<file path="src/rtl/pa_lsu_vb_wb_ctrl.sv">
// Victim-buffer write-back responder: picks a requesting VB entry round-robin,
// bursts its 256-bit line to the BIU as 8 x 32-bit beats, then pulses completion.
module pa_lsu_vb_wb_ctrl #(
    parameter int ENTRY_NUM = 2,
    parameter int IDX_W     = 1
) (
    input  logic                      forever_cpuclk,
    input  logic                      cpurst,
    input  logic [ENTRY_NUM-1:0]      vb_entry_biu_req,
    input  logic [27*ENTRY_NUM-1:0]   vb_entry_addr,
    input  logic [256*ENTRY_NUM-1:0]  vb_entry_data,
    output logic [ENTRY_NUM-1:0]      vb_wb_grant,
    output logic [ENTRY_NUM-1:0]      vb_wb_cmplt,
    output logic                      lsu_biu_wb_req,
    output logic [31:0]               lsu_biu_wb_addr,
    output logic [31:0]               lsu_biu_wb_data,
    output logic                      lsu_biu_wb_data_vld,
    output logic                      lsu_biu_wb_last,
    input  logic                      biu_lsu_wb_addr_ack,
    input  logic                      biu_lsu_wb_data_ack,
    input  logic                      biu_lsu_wb_resp_vld,
    output logic [1:0]                vb_wb_dbginfo
);

    typedef enum logic [1:0] {
        IDLE = 2'b00,
        REQ  = 2'b01,
        DATA = 2'b10,
        RESP = 2'b11
    } state_t;

    state_t             state_q, state_d;
    logic [2:0]         beat_cnt_q, beat_cnt_d;
    logic [IDX_W-1:0]   rr_ptr_q, rr_ptr_d;
    logic [IDX_W-1:0]   idx_q, idx_d;
    logic [26:0]        addr_q, addr_d;
    logic [255:0]       line_q, line_d;

    logic               win_found;
    logic [IDX_W-1:0]   win_idx;
    logic [IDX_W:0]     rr_sum;
    logic               grant_fire;
    logic               cmplt_fire;

    logic [26:0]        entry_addr [ENTRY_NUM];
    logic [255:0]       entry_line [ENTRY_NUM];
    logic [31:0]        line_beat  [8];

    for (genvar g = 0; g < ENTRY_NUM; g++) begin : g_entry
        assign entry_addr[g] = vb_entry_addr[27*g +: 27];
        assign entry_line[g] = vb_entry_data[256*g +: 256];
    end

    for (genvar b = 0; b < 8; b++) begin : g_beat
        assign line_beat[b] = line_q[32*b +: 32];
    end

    // Round-robin search starts one past the last winner and wraps; the first
    // requesting entry found wins.
    always_comb begin
        win_found = 1'b0;
        win_idx   = '0;
        rr_sum    = '0;
        for (int i = 1; i <= ENTRY_NUM; i++) begin
            rr_sum = {1'b0, rr_ptr_q} + (IDX_W+1)'(i);
            if (rr_sum >= (IDX_W+1)'(ENTRY_NUM))
                rr_sum = rr_sum - (IDX_W+1)'(ENTRY_NUM);
            if (!win_found && vb_entry_biu_req[rr_sum[IDX_W-1:0]]) begin
                win_found = 1'b1;
                win_idx   = rr_sum[IDX_W-1:0];
            end
        end
    end

    assign grant_fire = (state_q == IDLE) && win_found;
    assign cmplt_fire = (state_q == RESP) && biu_lsu_wb_resp_vld;

    always_comb begin
        state_d    = state_q;
        beat_cnt_d = beat_cnt_q;
        rr_ptr_d   = rr_ptr_q;
        idx_d      = idx_q;
        case (state_q)
            IDLE: begin
                if (win_found) begin
                    state_d  = REQ;
                    rr_ptr_d = win_idx;
                    idx_d    = win_idx;
                end
            end
            REQ: begin
                if (biu_lsu_wb_addr_ack) begin
                    state_d    = DATA;
                    beat_cnt_d = 3'd0;
                end
            end
            DATA: begin
                if (biu_lsu_wb_data_ack) begin
                    beat_cnt_d = beat_cnt_q + 3'd1;
                    if (beat_cnt_q == 3'd7)
                        state_d = RESP;
                end
            end
            RESP: begin
                if (biu_lsu_wb_resp_vld)
                    state_d = IDLE;
            end
            default: state_d = IDLE;
        endcase
    end

    // The line snapshot is taken on the grant so a later flush of the entry
    // cannot disturb a burst already in flight.
    always_comb begin
        addr_d = addr_q;
        line_d = line_q;
        if (grant_fire) begin
            addr_d = entry_addr[win_idx];
            line_d = entry_line[win_idx];
        end
    end

    always_ff @(posedge forever_cpuclk or posedge cpurst) begin
        if (cpurst) begin
            state_q    <= IDLE;
            beat_cnt_q <= 3'd0;
            rr_ptr_q   <= IDX_W'(ENTRY_NUM - 1);
            idx_q      <= '0;
        end else begin
            state_q    <= state_d;
            beat_cnt_q <= beat_cnt_d;
            rr_ptr_q   <= rr_ptr_d;
            idx_q      <= idx_d;
        end
    end

    always_ff @(posedge forever_cpuclk) begin
        addr_q <= addr_d;
        line_q <= line_d;
    end

    // Grant and completion are same-cycle pulses; both are forced low while
    // reset is held so an abort leaves every output quiet.
    always_comb begin
        vb_wb_grant = '0;
        vb_wb_cmplt = '0;
        for (int k = 0; k < ENTRY_NUM; k++) begin
            vb_wb_grant[k] = grant_fire && !cpurst && (win_idx == IDX_W'(k));
            vb_wb_cmplt[k] = cmplt_fire && !cpurst && (idx_q == IDX_W'(k));
        end
    end

    assign lsu_biu_wb_req      = (state_q == REQ);
    assign lsu_biu_wb_addr     = lsu_biu_wb_req ? {addr_q, 5'b0} : 32'd0;
    assign lsu_biu_wb_data_vld = (state_q == DATA);
    assign lsu_biu_wb_data     = lsu_biu_wb_data_vld ? line_beat[beat_cnt_q] : 32'd0;
    assign lsu_biu_wb_last     = lsu_biu_wb_data_vld && (beat_cnt_q == 3'd7);
    assign vb_wb_dbginfo       = state_q;

endmodule

</file>
<file path="config.mk">
export PLATFORM = sky130hd
export DESIGN_NAME = pa_lsu_vb_wb_ctrl
export DESIGN_NICKNAME = d
export VERILOG_FILES = /design/src/rtl/pa_lsu_vb_wb_ctrl.sv
export SDC_FILE = /design/constraint.sdc
export NUM_CORES = 1
export LEC_CHECK = 0
export ABC_AREA = 1
export CAP_MARGIN = 30
export CORE_AREA = 8 8 248 250
export DETAILED_ROUTE_END_ITERATION = 12
export DIE_AREA = 0 0 256 258
export DONT_BUFFER_PORTS = 1
export GPL_TIMING_DRIVEN = 0
export HOLD_SLACK_MARGIN = 0.05
export SYNTH_ARGS = -nofsm -noshare
export SYNTH_HDL_FRONTEND = slang
export SYNTH_SLANG_ARGS = --single-unit
</file>
<file path="constraint.sdc">
create_clock -name forever_cpuclk -period 9.03 [get_ports forever_cpuclk]
set_input_delay 2.709 -clock forever_cpuclk [delete_from_list [all_inputs] [get_ports forever_cpuclk]]
set_output_delay 2.709 -clock forever_cpuclk [all_outputs]
set_load 0.1 [all_outputs]
</file>
* Yosys cells after proc, flatten, opt, wreduce, memory -nomap -nowiden
Index checks and enable logic that the tools add are counted.
** Word-level totals
- Bits in registers :: 290
- Input bits :: 573
** Operators by class
- Bitwise operators :: 4
- Reductions and logical operators :: 17
- Add/subtract/negate cells :: 5
- Mux-type cells :: 30
- Order comparisons :: 6
- Equal/unequal tests :: 9
** Operator list (number)
- $mux W256 :: 3
- $mux W32 :: 4
- $bmux W32 S3 :: 1
- $mux W27 :: 3
- $logic_and A1 B1 Y1 :: 10
- $mux W1 :: 10
- $mux W2 :: 5
- $pmux W2 S4 :: 1
- $ge A2 B2 Y1 const B :: 3
- $mux W3 :: 2
- $ne A2 B1 Y1 const B :: 3
- $pmux W3 S2 :: 1
- $reduce_and A5 Y1 :: 1
- $eq A2 B2 Y1 const B :: 2
- $ge A4 B4 Y1 const B :: 1
- $lt A1 B2 Y1 const B :: 2
- $ne A2 B2 Y1 const B :: 2
- $not A3 Y4 :: 1
- $add A3 B1 Y3 const B :: 1
- $eq A3 B3 Y1 const B :: 1
- $reduce_and A3 Y1 :: 1
- $add A1 B1 Y2 const B :: 1
- $add A1 B2 Y2 const B :: 1
- $eq A2 B1 Y1 const B :: 1
- 7 further kinds :: 10

* Longest topological paths before layout
Gate-level depths: netlist of run 1.
- Depth in word-level cells :: 13
- Gate-level depth with buffers :: 9

* Worst setup path after synthesis of run 1
Ideal clock, no wire load.
- Kind :: in2reg
- Start point :: input vb_entry_biu_req[0]
- End point :: register idx_q
- Buffers on the path :: 0
- Setup slack :: -0.027 ns
- Stages on the path :: 5
- Arrival :: 8.647 ns
- Setup time :: 0.410 ns
- Path through :: nand2_1 nand3_1 nand2_1 inv_1 o21ai_0
** On the way
- Word-level cells in the longest chain between the ends :: 7
** Ends and longest elaborated chain
- start, declared :: RTL line 9 : input logic [ENTRY_NUM-1:0] vb_entry_biu_req,
- $mux W1 (implied by the code) (2 in a row) :: RTL line 68 : if (!win_found && vb_entry_biu_req[rr_sum[IDX_W-1:0]]) begin
- $mux W1 :: RTL line 68
- $logic_not A1 Y1 :: RTL line 68
- $logic_and A1 B1 Y1 :: RTL line 68
- $mux W1 :: RTL line 68
- $reduce_and A2 Y1 (no source line)
- end signal, assigned :: RTL line 133 : idx_q <= idx_d;
- end, declared :: RTL line 35 : logic [IDX_W-1:0] idx_q, idx_d;
Several ways; a longest one is shown, not always the timed one. The select of a mux whose other input is x is not followed.
A chain may end at the register's enable or synchronous reset.

* Worst setup path in the final report of run 1
- Start point :: input vb_entry_biu_req[0]
- End point :: output vb_wb_grant[1]
** On the way
- Word-level cells in the longest chain between the ends :: 9
** Ends and longest elaborated chain
- $mux W1 (implied by the code) (2 in a row) :: RTL line 68
- $mux W1 :: RTL line 68
- $logic_not A1 Y1 :: RTL line 68
- $logic_and A1 B1 Y1 :: RTL line 68
- $mux W1 :: RTL line 68
- $logic_and A1 B1 Y1 :: RTL line 75 : assign grant_fire = (state_q == IDLE) && win_found;
- $logic_and A1 B1 Y1 :: RTL line 148 : vb_wb_grant[k] = grant_fire && !cpurst && (win_idx == IDX_W'(k));
- $logic_and A1 B1 Y1 (*) :: RTL line 148
- end, declared :: RTL line 12 : output logic [ENTRY_NUM-1:0] vb_wb_grant,
Every way passes the cells marked *; elsewhere a longest branch is shown, timed or not. The select of a mux whose other input is x is not followed.

==> metrics.txt, run 1 <==
# TYPE chip_impl_metric gauge
chip_impl_info{name="outcome",value="finished, final reports clean"} 1
chip_impl_metric{name="worstSkewPairLatency",unit="ns"} 0.53
chip_impl_metric{name="cts_hold_buf",unit=""} 0
chip_impl_info{name="ys_top_cells_by_area",value="sky130_fd_sc_hd__edfxtp_1 (52%), sky130_fd_sc_hd__nand2_1 (28%), sky130_fd_sc_hd__inv_1 (6.8%)"} 1
chip_impl_metric{name="synthesis.instances",unit=""} 2179
chip_impl_metric{name="rows",unit=""} 88
chip_impl_metric{name="critical_path_buf_inv_count",unit=""} 3
chip_impl_metric{name="detail_route.wirelength",unit="µm"} 69800
chip_impl_metric{name="stdcell_count",unit=""} 3066
chip_impl_metric{name="worstPathMaxFanout",unit=""} 10
chip_impl_metric{name="hpwl",unit="µm"} 56300
chip_impl_metric{name="final.setup.tns",unit="ns"} 0
chip_impl_info{name="clock-root-buffer",value="sky130_fd_sc_hd__clkbuf_16"} 1
chip_impl_metric{name="finalNetCount",unit=""} 2852
chip_impl_metric{name="area.sequential",unit="mm²"} 0.00867
chip_impl_metric{name="total_cts_buffers",unit=""} 37
chip_impl_metric{name="synth_cell_types",unit=""} 19
chip_impl_metric{name="synth.avg_cell_area",unit="µm²"} 7.43
chip_impl_metric{name="routedWlPerCell",unit="µm"} 22.8
chip_impl_metric{name="layout_min_cycle_time",unit="ns"} 6.77
chip_impl_metric{name="groute.usage.overall",unit="%"} 20.0
chip_impl_metric{name="count_of_input_and_output_buffers",unit=""} 0
chip_impl_info{name="grt_setup_unrepaired",value="no"} 1
chip_impl_metric{name="post_cts.repair.setup_buffers",unit=""} 0
chip_impl_metric{name="post-route-period-util",unit="%"} 75.0
chip_impl_metric{name="die_w",unit="µm"} 256
chip_impl_info{name="final_common_cell",value="sky130_fd_sc_hd__nand2_1"} 1
chip_impl_metric{name="post-route-drc-count",unit=""} 0
chip_impl_metric{name="ant_nets",unit=""} 0
chip_impl_metric{name="postLayoutCellArea",unit="mm²"} 0.0197
chip_impl_metric{name="clkTransAtPathRegs",unit="ns"} 0.05
chip_impl_metric{name="power-per-cell-area",unit="mW/mm²"} 366
chip_impl_metric{name="utilization",unit="%"} 34.3
chip_impl_metric{name="cts_htree_levels",unit=""} 2
chip_impl_metric{name="yosysWarningCount",unit=""} 0
chip_impl_metric{name="vias",unit=""} 14100
chip_impl_metric{name="ys_ff_latch",unit=""} 290
chip_impl_metric{name="cts.repair.resized",unit=""} 0
chip_impl_metric{name="routability_congestion",unit=""} 0.871
chip_impl_metric{name="dpl_cell_area",unit="mm²"} 0.0185
chip_impl_info{name="worst_setup_path_start_kind",value="primary input"} 1
chip_impl_metric{name="cp_data_arrival_time",unit="ns"} 4.06
chip_impl_metric{name="multi_input_area",unit="mm²"} 0.00591
chip_impl_metric{name="synthesis.area",unit="mm²"} 0.0162
chip_impl_metric{name="overflow",unit=""} 0
chip_impl_info{name="critPathMostFrequentCell",value="sky130_fd_sc_hd__nand2_1"} 1
chip_impl_info{name="cts_tree",value="done"} 1
chip_impl_metric{name="first_global_vias",unit=""} 14000
chip_impl_metric{name="synth_top_area_share",unit="%"} 52.5
chip_impl_metric{name="placedCellCount",unit=""} 2996
chip_impl_metric{name="detail_route.first_pass.iterations",unit=""} 6
chip_impl_metric{name="power.net_switching",unit="mW"} 3.31
chip_impl_metric{name="worstMarginPinSlew",unit="ns"} 0.963
chip_impl_metric{name="grt_first_pass_wirelength",unit="µm"} 95900
chip_impl_info{name="timing.critical_path.to_type",value="primary output"} 1
chip_impl_metric{name="max_clock_freq",unit="GHz"} 0.148
chip_impl_metric{name="area_growth_from_synthesis_to_final_layout",unit="%"} 21.6
chip_impl_metric{name="power.share.sequential",unit="%"} 31.0
chip_impl_info{name="path_delay_family",value="buffers and inverters"} 1
chip_impl_info{name="hold_path.class",value="flop to flop"} 1
chip_impl_info{name="crit_path_top_delay_cell",value="sky130_fd_sc_hd__buf_2"} 1
chip_impl_metric{name="p_sw_share",unit="%"} 45.9
chip_impl_metric{name="slew-limit-headroom",unit="%"} 35.7
chip_impl_metric{name="grt_start_max_net_pins",unit=""} 46
chip_impl_metric{name="pin_count",unit=""} 646
chip_impl_metric{name="vias_per_cell",unit=""} 4.59
chip_impl_metric{name="tritoncts_num_sinks",unit=""} 290
chip_impl_metric{name="first_iter_violations",unit=""} 1089
chip_impl_info{name="synth_largest_area_cell",value="sky130_fd_sc_hd__edfxtp_1"} 1
chip_impl_metric{name="pwr-share-clk",unit="%"} 20.1
chip_impl_metric{name="clockBufferDepth",unit=""} 3
chip_impl_metric{name="worst_path_largest_cell_delay",unit="ns"} 0.36
chip_impl_info{name="cell_chain_critical_path",value="nand2_1 -> nand2_1 -> inv_2 -> buf_2 -> nand2_1 -> nor2_2 -> buf_16"} 1
chip_impl_metric{name="crit_required",unit="ns"} 6.32
chip_impl_metric{name="final-setup-viol-count",unit=""} 0
chip_impl_metric{name="maxSlewViolCount",unit=""} 0
chip_impl_metric{name="irDropWorstVdd",unit="mV"} 0.274
chip_impl_metric{name="drive_gt1_share",unit="%"} 10.5
chip_impl_metric{name="intPower",unit="mW"} 3.90
chip_impl_metric{name="starting_utilization_of_the_core_area",unit="%"} 28.2
chip_impl_metric{name="floorplan.die.height",unit="µm"} 258
chip_impl_metric{name="fp.dieArea",unit="mm²"} 0.0660
chip_impl_metric{name="grt_antenna_before_repair",unit=""} 10
chip_impl_metric{name="hold_violations",unit=""} 0
chip_impl_metric{name="comb_pwr_share",unit="%"} 48.9
chip_impl_metric{name="seq_area_frac_synth",unit="%"} 53.6
chip_impl_metric{name="cap_viol_max_count",unit=""} 0
chip_impl_metric{name="p_leak",unit="nW"} 9.77
chip_impl_metric{name="placeableCoreArea",unit="mm²"} 0.0574
chip_impl_info{name="timing_worst_setup_path_type",value="primary input to primary output"} 1
chip_impl_info{name="most-common-layout-cells",value="sky130_fd_sc_hd__nand2_1 (1218), sky130_fd_sc_hd__inv_1 (294), sky130_fd_sc_hd__edfxtp_1 (283)"} 1
chip_impl_metric{name="fillers",unit=""} 6055
chip_impl_metric{name="clock_skew",unit="ns"} 0.0119
worst min-delay path: cells and delay by family, from the launching register on:
family / cells / cell delay, ns
buf+inv: 1 / 0.06
compound gates: 1 / 0.09
flops: 1 / 0.37
cells by family (layout without fill, tap and decap cells):
family	count (synthesis)	count (layout)	share of synthesized area (%)
flip-flops	290	290	53.6
AND/OR/NAND/NOR	1453	1453	35.0
adder cells (fa/ha/maj)	8	8	0.618
AO/OA/AOI/OAI	7	7	0.232
other	1	9	0.0232
buffers and inverters	420	534	10.6
synthesized netlist by cell type:
master,n
sky130_fd_sc_hd__edfxtp_1,283
sky130_fd_sc_hd__inv_1,295
sky130_fd_sc_hd__dfstp_2,1
sky130_fd_sc_hd__nor2_1,68
sky130_fd_sc_hd__buf_2,92
sky130_fd_sc_hd__nand4_1,1
sky130_fd_sc_hd__nand3_1,164
sky130_fd_sc_hd__dfrtp_1,6
sky130_fd_sc_hd__nor3_1,1
sky130_fd_sc_hd__or2_2,1
sky130_fd_sc_hd__buf_1,12
sky130_fd_sc_hd__o21ai_0,6
sky130_fd_sc_hd__buf_4,5
sky130_fd_sc_hd__conb_1,1
sky130_fd_sc_hd__ha_1,8
sky130_fd_sc_hd__clkbuf_1,13
sky130_fd_sc_hd__nand2_1,1218
sky130_fd_sc_hd__o211ai_1,1
sky130_fd_sc_hd__inv_2,3
registers in the layout, summed over array words and instances (netlist names):
register       count
addr_q            27
beat_cnt_q         3
idx_q              1
line_q           256
rr_ptr_q           1
vb_wb_dbginfo      2
power groups by stage:
stage	clock (mW)	combinational, mW	sequential [mW]
final	1.45	3.52	2.23
after global routing	1.54	3.81	2.27
after CTS	1.49	3.58	2.25
after detailed placement	0	3.57	2.28
after global placement	0	2.97	2.44
after floorplan	0	2.10	2.35
per-layer routing:
metal	GRT usage (%)	share of wire, %
met1	23.7	39
met2	35.2	50
met3	5.71	8.2
met4	5.69	2.6
met5	0	0.090
per-stage QoR:
| stage | setup slack [ns] | total power [mW] | hold slack, ns |
|---|---|---|---|
| 6_report | 2.26 | 7.21 | 0.529 |
| 5_1_grt | 2.21 | 7.62 | 0.564 |
| 4_1_cts | 2.25 | 7.33 | 0.519 |
| 3_5_place_dp | 2.26 | 5.85 | 0.510 |
| 3_3_place_gp | -0.921 | 5.41 | 0.499 |
| 2_1_floorplan | 1.14 | 4.45 | 0.483 |
layout make-up:
cell class,instances,area share [%]
repair buffers,49,6.35
flip-flops and latches,290,44.1
clock buffers,47,5.11
clock inverters,18,0.820
well taps,765,4.86
multi-input cells,1473,30.0
inverters,298,5.70
diodes,4,0.0508
plain buffers,122,3.01
worst paths after layout:
| path | start | end | slack [ns] | cells past startpoint |
|---|---|---|---|---|
| min | rr_ptr_q$_DFFE_PP1P_ | rr_ptr_q$_DFFE_PP1P_ | 0.53 | 2 |
| min in group asynchronous | cpurst | idx_q$_DFFE_PP0P_ | 2.02 | 1 |
| min reg2reg | rr_ptr_q$_DFFE_PP1P_ | rr_ptr_q$_DFFE_PP1P_ | 0.53 | 2 |
| max reg2reg | vb_wb_dbginfo[0]$_DFFE_PP0P_ | line_q[202]$_DFFE_PP_ | 6.09 | 8 |
| max | vb_entry_biu_req[0] | vb_wb_grant[1] | 2.26 | 7 |
| max in group asynchronous | cpurst | rr_ptr_q$_DFFE_PP1P_ | 6.71 | 1 |
No activity file was read; power rests on OpenSTA's default activity.
==> run 2: changes to the inputs <==
- clock period: 9.03 -> 5.6 ns (I/O delays scaled with it)
==> run 2 against run 1 <==
Net effect:
- via count is 0.30% higher
- die area unchanged
- core utilization down 0.11 points
- sequential power increased by 61%
- first-iteration DRC count is 2.3% higher
- worst setup slack got worse by 1.7 ns
- highest routed layer unchanged
==> metrics.txt, run 2 (synthesis gave the netlist of run 1 again) <==
# TYPE chip_impl_metric gauge
chip_impl_metric{name="stdcell_count",unit=""} 3064
chip_impl_metric{name="first_iter_violations",unit=""} 1114
chip_impl_info{name="outcome",value="finished, final reports clean"} 1
chip_impl_metric{name="final-setup-viol-count",unit=""} 0
chip_impl_metric{name="pre_cts_slack",unit="ns"} 0.895
chip_impl_metric{name="cts.repair.resized",unit=""} 0
chip_impl_metric{name="crit_required",unit="ns"} 3.92
chip_impl_metric{name="routedWlPerCell",unit="µm"} 22.7
chip_impl_metric{name="p_leak",unit="nW"} 9.73
chip_impl_metric{name="critical_path_buf_inv_count",unit=""} 6
chip_impl_info{name="terminating_pin_of_the_worst_hold_path",value="idx_q$_DFFE_PP0P_"} 1
chip_impl_metric{name="die_w",unit="µm"} 256
chip_impl_metric{name="p_sw_share",unit="%"} 45.7
chip_impl_metric{name="number_of_flip_flops_in_the_largest_register",unit=""} 256
chip_impl_metric{name="pin_count",unit=""} 646
chip_impl_metric{name="final.setup.tns",unit="ns"} 0
chip_impl_metric{name="overflow",unit=""} 0
chip_impl_metric{name="finalWorstSetupSlack",unit="ns"} 0.536
chip_impl_metric{name="post_cts.repair.setup_buffers",unit=""} 0
chip_impl_info{name="rr_startpoint",value="vb_wb_dbginfo[0]$_DFFE_PP0P_"} 1
chip_impl_info{name="crit_path_top_delay_cell",value="sky130_fd_sc_hd__inv_1"} 1
chip_impl_metric{name="floorplan.die.height",unit="µm"} 258
chip_impl_metric{name="pwr-share-clk",unit="%"} 19.5
chip_impl_metric{name="power.net_switching",unit="mW"} 5.27
chip_impl_metric{name="cp_data_arrival_time",unit="ns"} 3.38
chip_impl_metric{name="cts_hold_buf",unit=""} 0
chip_impl_metric{name="rows",unit=""} 88
chip_impl_metric{name="p_total",unit="mW"} 11.5
chip_impl_metric{name="detail_route.wirelength",unit="µm"} 69600
chip_impl_metric{name="intPower",unit="mW"} 6.26
chip_impl_metric{name="grt_antenna_before_repair",unit=""} 10
chip_impl_metric{name="placeableCoreArea",unit="mm²"} 0.0574
chip_impl_info{name="cell_chain_critical_path",value="inv_1 -> ha_1 -> buf_16 -> buf_1 -> buf_2 -> buf_1 -> nand2_1 -> inv_1"} 1
chip_impl_metric{name="cap_viol_max_count",unit=""} 0
chip_impl_metric{name="starting_utilization_of_the_core_area",unit="%"} 28.2
chip_impl_metric{name="finalNetCount",unit=""} 2852
chip_impl_info{name="worstHoldStart",value="idx_q$_DFFE_PP0P_"} 1
chip_impl_metric{name="area_growth_from_synthesis_to_final_layout",unit="%"} 21.2
chip_impl_metric{name="grt_first_pass_wirelength",unit="µm"} 95800
chip_impl_metric{name="worstPathMaxFanout",unit=""} 10
chip_impl_metric{name="grt_start_max_net_pins",unit=""} 45
chip_impl_metric{name="cell_count_of_the_worst_hold_path",unit=""} 2
chip_impl_info{name="cts_tree",value="done"} 1
chip_impl_info{name="layout_top_registers",value="line_q: 256 flops, addr_q: 27 flops, beat_cnt_q: 3 flops"} 1
chip_impl_metric{name="post-route-period-util",unit="%"} 90.4
chip_impl_metric{name="layout_min_cycle_time",unit="ns"} 5.06
chip_impl_metric{name="slew-limit-headroom",unit="%"} 42.1
chip_impl_metric{name="irDropWorstVdd",unit="mV"} 0.496
chip_impl_metric{name="r2r_slack",unit="ns"} 3.00
chip_impl_metric{name="max_clock_freq",unit="GHz"} 0.197
chip_impl_metric{name="clockBufferDepth",unit=""} 3
chip_impl_metric{name="total_cts_buffers",unit=""} 36
chip_impl_info{name="worst_setup_path_start_kind",value="flop"} 1
chip_impl_metric{name="worst_path_largest_cell_delay",unit="ns"} 0.68
chip_impl_info{name="most-common-layout-cells",value="sky130_fd_sc_hd__nand2_1 (1215), sky130_fd_sc_hd__inv_1 (293), sky130_fd_sc_hd__edfxtp_1 (283)"} 1
chip_impl_info{name="path_delay_family",value="buffers and inverters"} 1
chip_impl_metric{name="power-per-cell-area",unit="mW/mm²"} 588
chip_impl_metric{name="maxSlewViolCount",unit=""} 0
chip_impl_metric{name="power.share.sequential",unit="%"} 31.2
chip_impl_metric{name="groute.usage.overall",unit="%"} 20.0
chip_impl_info{name="hold_path.class",value="flop to flop"} 1
chip_impl_metric{name="cts_htree_levels",unit=""} 2
chip_impl_metric{name="placedCellCount",unit=""} 2998
chip_impl_info{name="timing_worst_setup_path_type",value="flop to primary output"} 1
chip_impl_metric{name="comb_pwr_share",unit="%"} 49.3
chip_impl_metric{name="final.hold.worst_slack",unit="ns"} 0.607
chip_impl_info{name="grt_setup_unrepaired",value="no"} 1
chip_impl_metric{name="clkTransAtPathRegs",unit="ns"} 0.05
chip_impl_info{name="max_flop_register",value="line_q"} 1
chip_impl_metric{name="first_global_vias",unit=""} 14100
chip_impl_info{name="clock-root-buffer",value="sky130_fd_sc_hd__clkbuf_16"} 1
chip_impl_metric{name="vias_per_cell",unit=""} 4.61
chip_impl_metric{name="detail_route.first_pass.iterations",unit=""} 7
chip_impl_metric{name="fp.dieArea",unit="mm²"} 0.0660
chip_impl_metric{name="worstSkewPairLatency",unit="ns"} 0.53
chip_impl_info{name="timing.critical_path.to_type",value="primary output"} 1
chip_impl_metric{name="worstMarginPinSlew",unit="ns"} 0.867
chip_impl_metric{name="clock_skew",unit="ns"} 0.00979
chip_impl_metric{name="routability_congestion",unit=""} 0.948
chip_impl_metric{name="ant_nets",unit=""} 0
chip_impl_metric{name="post-route-drc-count",unit=""} 0
chip_impl_metric{name="reg2regPathDepth",unit=""} 7
chip_impl_metric{name="vias",unit=""} 14100
chip_impl_info{name="regToRegEndpoint",value="line_q[176]$_DFFE_PP_"} 1
chip_impl_metric{name="tritoncts_num_sinks",unit=""} 290
chip_impl_metric{name="count_of_input_and_output_buffers",unit=""} 0
chip_impl_metric{name="hpwl",unit="µm"} 56200
chip_impl_metric{name="hold_violations",unit=""} 0
chip_impl_metric{name="drive_gt1_share",unit="%"} 10.2
chip_impl_info{name="final_common_cell",value="sky130_fd_sc_hd__nand2_1"} 1
[run 2: cell count changes in the layout (fill, tap and decap cells not counted), sizes merged]
cell,change
clkbuf,+2
inv,-4
bufinv,+1
buf,+1
diode,-1
clkinvlp,-1
[run 2: worst max-delay path by stage]
stage	from	slack, ns	to	cells past startpoint
5_1_grt	vb_wb_dbginfo[1]$_DFFE_PP0P_	0.41	lsu_biu_wb_addr[31]	8
2_1_floorplan	vb_entry_biu_req[0]	-0.92	addr_q[0]$_DFFE_PP_	4
3_3_place_gp	vb_entry_biu_req[0]	-3.28	line_q[177]$_DFFE_PP_	4
4_1_cts	vb_wb_dbginfo[1]$_DFFE_PP0P_	0.47	lsu_biu_wb_addr[31]	8
6_report	vb_wb_dbginfo[1]$_DFFE_PP0P_	0.54	lsu_biu_wb_addr[31]	8
3_5_place_dp	vb_entry_biu_req[0]	0.89	vb_wb_grant[1]	7
[run 2: cell type report]
class | instances | area, µm²
Buffer | 122 | 592
Inverter | 298 | 1120
Sequential cell | 290 | 8670
Clock inverter | 14 | 138
Clock buffer | 49 | 971
Timing Repair Buffer | 50 | 1220
Multi-Input combinational cell | 1473 | 5950
Tap cell | 765 | 957
Fill cell | 6017 | 37700
Antenna cell | 3 | 7.51
[run 2: per-layer routing]
layer	vias up	wire (µm)	global-route usage, %	share of wire [%]
li1	6817	-	-	-
met1	6556	27800	23.9	40
met2	634	34900	35.5	50
met3	95	4930	4.90	7.1
met4	10	1840	5.56	2.6
met5	-	65	0	0.093
[run 2: worst min-delay path, cell delays in order, from the launching register on]
cell	delay, ns
sky130_fd_sc_hd__dfrtp_1	0.39
sky130_fd_sc_hd__inv_1	0.09
sky130_fd_sc_hd__o21ai_0	0.08
[run 2: power by group through the flow]
stage,logic (mW),registers [mW],clock network [mW]
finish,5.69,3.60,2.25
global route,6.14,3.67,2.38
CTS,5.84,3.60,2.31
detailed placement,5.83,3.65,0
global placement,4.72,3.87,0
floorplan,3.39,3.79,0
[run 2: metrics by stage]
| step | instance area, µm² | utilization (%) |
|---|---|---|
| 2_1_floorplan | 16200 | - |
| 3_3_place_gp | 17200 | 30.0 |
| 3_5_place_dp | 18500 | 32.3 |
| 4_1_cts | 19600 | 34.2 |
| 5_1_grt | 19600 | 34.2 |
| 6_report | 19600 | 34.2 |
==> run 3: changes to the inputs <==
- TNS_END_PERCENT: not set -> 30
==> run 3 against run 2 <==
Net effect:
- sequential cell count is the same
- combinational power about the same
- largest cell class unchanged
- critical path type unchanged
- hold slack improved by 0.037 ns
- via count down 0.61%
- critical endpoint is now lsu_biu_wb_data[21]
- worst setup slack improved by 0.050 ns
- register-to-register slack got worse by 0.19 ns
- design area decreased by 0.32%
==> metrics.txt, run 3 (synthesis gave the netlist of run 1 again) <==
# TYPE chip_impl_metric gauge
chip_impl_info{name="clock-root-buffer",value="sky130_fd_sc_hd__clkbuf_16"} 1
chip_impl_metric{name="total_cts_buffers",unit=""} 36
chip_impl_metric{name="vias",unit=""} 14000
chip_impl_metric{name="drive_gt1_share",unit="%"} 10.3
chip_impl_metric{name="final.hold.worst_slack",unit="ns"} 0.645
chip_impl_metric{name="first_iter_violations",unit=""} 877
chip_impl_metric{name="routedWlPerCell",unit="µm"} 22.7
chip_impl_metric{name="layout_min_cycle_time",unit="ns"} 5.01
chip_impl_info{name="grt_setup_unrepaired",value="no"} 1
chip_impl_metric{name="die_w",unit="µm"} 256
chip_impl_metric{name="worstPathMaxFanout",unit=""} 10
chip_impl_metric{name="count_of_input_and_output_buffers",unit=""} 0
chip_impl_info{name="hold_path.class",value="flop to flop"} 1
chip_impl_metric{name="rows",unit=""} 88
chip_impl_metric{name="post-route-period-util",unit="%"} 89.5
chip_impl_metric{name="cts_hold_buf",unit=""} 0
chip_impl_metric{name="hpwl",unit="µm"} 55900
chip_impl_metric{name="grt_first_pass_wirelength",unit="µm"} 96600
chip_impl_metric{name="final-setup-viol-count",unit=""} 0
chip_impl_metric{name="ant_nets",unit=""} 0
chip_impl_metric{name="fp.dieArea",unit="mm²"} 0.0660
chip_impl_metric{name="pin_count",unit=""} 646
chip_impl_metric{name="overflow",unit=""} 0
chip_impl_info{name="final_common_cell",value="sky130_fd_sc_hd__nand2_1"} 1
chip_impl_metric{name="grt_antenna_before_repair",unit=""} 3
chip_impl_metric{name="detail_route.wirelength",unit="µm"} 69400
chip_impl_metric{name="starting_utilization_of_the_core_area",unit="%"} 28.2
chip_impl_metric{name="finalNetCount",unit=""} 2851
chip_impl_metric{name="cts_htree_levels",unit=""} 2
chip_impl_metric{name="first_global_vias",unit=""} 14300
chip_impl_info{name="max_flop_register",value="line_q"} 1
chip_impl_metric{name="worstMarginPinSlew",unit="ns"} 0.960
chip_impl_metric{name="max_clock_freq",unit="GHz"} 0.199
chip_impl_metric{name="grt_start_max_net_pins",unit=""} 45
chip_impl_metric{name="multi_input_area",unit="mm²"} 0.00595
chip_impl_info{name="cts_tree",value="done"} 1
chip_impl_info{name="most-common-layout-cells",value="sky130_fd_sc_hd__nand2_1 (1215), sky130_fd_sc_hd__inv_1 (293), sky130_fd_sc_hd__edfxtp_1 (283)"} 1
chip_impl_metric{name="reg2regPathDepth",unit=""} 6
chip_impl_metric{name="worstSkewPairLatency",unit="ns"} 0.54
chip_impl_metric{name="area_growth_from_synthesis_to_final_layout",unit="%"} 20.8
chip_impl_metric{name="detail_route.first_pass.iterations",unit=""} 6
chip_impl_metric{name="clockBufferDepth",unit=""} 3
chip_impl_info{name="layout_top_registers",value="line_q: 256 flops, addr_q: 27 flops, beat_cnt_q: 3 flops"} 1
chip_impl_metric{name="cp_data_arrival_time",unit="ns"} 3.33
chip_impl_metric{name="post_cts.repair.setup_buffers",unit=""} 0
chip_impl_metric{name="tritoncts_num_sinks",unit=""} 290
chip_impl_metric{name="p_total",unit="mW"} 11.5
chip_impl_metric{name="post-route-drc-count",unit=""} 0
chip_impl_metric{name="slew-limit-headroom",unit="%"} 36.0
chip_impl_info{name="timing.critical_path.to_type",value="primary output"} 1
chip_impl_info{name="outcome",value="finished, final reports clean"} 1
chip_impl_metric{name="placeableCoreArea",unit="mm²"} 0.0574
chip_impl_metric{name="utilization",unit="%"} 34.1
chip_impl_metric{name="cts.repair.resized",unit=""} 0
chip_impl_metric{name="clock_skew",unit="ns"} 0.0114
chip_impl_metric{name="p_leak",unit="nW"} 9.70
chip_impl_metric{name="placedCellCount",unit=""} 2997
chip_impl_metric{name="irDropWorstVdd",unit="mV"} 0.457
chip_impl_metric{name="area.sequential",unit="mm²"} 0.00867
chip_impl_metric{name="fillers",unit=""} 6064
chip_impl_metric{name="pre_cts_slack",unit="ns"} 0.915
chip_impl_metric{name="crit_required",unit="ns"} 3.92
chip_impl_metric{name="finalWorstSetupSlack",unit="ns"} 0.587
chip_impl_metric{name="routability_congestion",unit=""} 0.910
chip_impl_metric{name="stdcell_count",unit=""} 3060
chip_impl_metric{name="groute.usage.overall",unit="%"} 20.0
chip_impl_metric{name="floorplan.die.height",unit="µm"} 258
chip_impl_metric{name="vias_per_cell",unit=""} 4.58
chip_impl_metric{name="maxSlewViolCount",unit=""} 0
chip_impl_metric{name="cell_count_of_the_worst_hold_path",unit=""} 2
chip_impl_metric{name="clkTransAtPathRegs",unit="ns"} 0.05
chip_impl_info{name="timing_worst_setup_path_type",value="flop to primary output"} 1
chip_impl_metric{name="number_of_flip_flops_in_the_largest_register",unit=""} 256
chip_impl_metric{name="cap_viol_max_count",unit=""} 0
chip_impl_metric{name="power-per-cell-area",unit="mW/mm²"} 586
chip_impl_metric{name="hold_violations",unit=""} 0
chip_impl_info{name="worst_setup_path_start_kind",value="flop"} 1
==> run 3: cell count changes in the layout (fill, tap and decap cells not counted), sizes merged <==
| cell | previous run | this run |
|---|---|---|
| clkinv | 11 | 10 |
| buf | 159 | 158 |
| clkinvlp | 1 | 4 |
| clkbuf | 62 | 59 |
| bufinv | 3 | 1 |
==> run 3: metal layers <==
layer  part of all wire [%]  track usage, %  vias to the layer above
met2                     51            36.2                      640
met3                    6.8            4.40                       74
met5                  0.019               0                        -
met4                    2.1            4.74                        2
met1                     40            24.1                     6509
li1                       -               -                     6801
==> run 3: worst paths after layout <==
path,slack (ns),end,start
setup / recovery,0.59,lsu_biu_wb_data[21],vb_wb_dbginfo[0]$_DFFE_PP0P_
hold / removal,0.64,vb_wb_dbginfo[1]$_DFFE_PP0P_,vb_wb_dbginfo[1]$_DFFE_PP0P_
setup reg to reg,2.81,line_q[22]$_DFFE_PP_,vb_wb_dbginfo[0]$_DFFE_PP0P_
hold reg to reg,0.64,vb_wb_dbginfo[1]$_DFFE_PP0P_,vb_wb_dbginfo[1]$_DFFE_PP0P_
max in group asynchronous,4.31,rr_ptr_q$_DFFE_PP1P_,cpurst
min in group asynchronous,0.99,idx_q$_DFFE_PP0P_,cpurst
==> run 3: power by group <==
group | internal, mW | switching, mW
Sequential | 3.40 | 0.205
Clock | 1.25 | 0.918
Combinational | 1.51 | 4.17
Total | 6.16 | 5.30
==> run 3: metrics by stage <==
stage,setup TNS (ns),area [µm²]
final,0,19600
after CTS,0,19600
after global placement,-907.35,17200
after floorplan,-262.67,16200
after global routing,0,19600
after detailed placement,0,18500
==> run 3: area by class of cell <==
class / count / share of cell area [%]
inverter: 298 / 5.74
clock inverter: 14 / 0.480
multi-input combinational: 1473 / 30.4
timing repair buffer: 49 / 6.19
antenna: 3 / 0.0384
buffer: 122 / 3.03
tap: 765 / 4.89
clock buffer: 46 / 4.91
sequential: 290 / 44.3
==> run 3: worst max-delay path, cell delays in order (launching register included) <==
cell and delay, ns:
sky130_fd_sc_hd__dfrtp_1 0.49, sky130_fd_sc_hd__inv_1 0.18, sky130_fd_sc_hd__ha_1 0.16, sky130_fd_sc_hd__clkbuf_1 0.47, sky130_fd_sc_hd__clkbuf_1 0.64, sky130_fd_sc_hd__nand2_1 0.24
sky130_fd_sc_hd__nor2_2 0.39, sky130_fd_sc_hd__buf_16 0.22
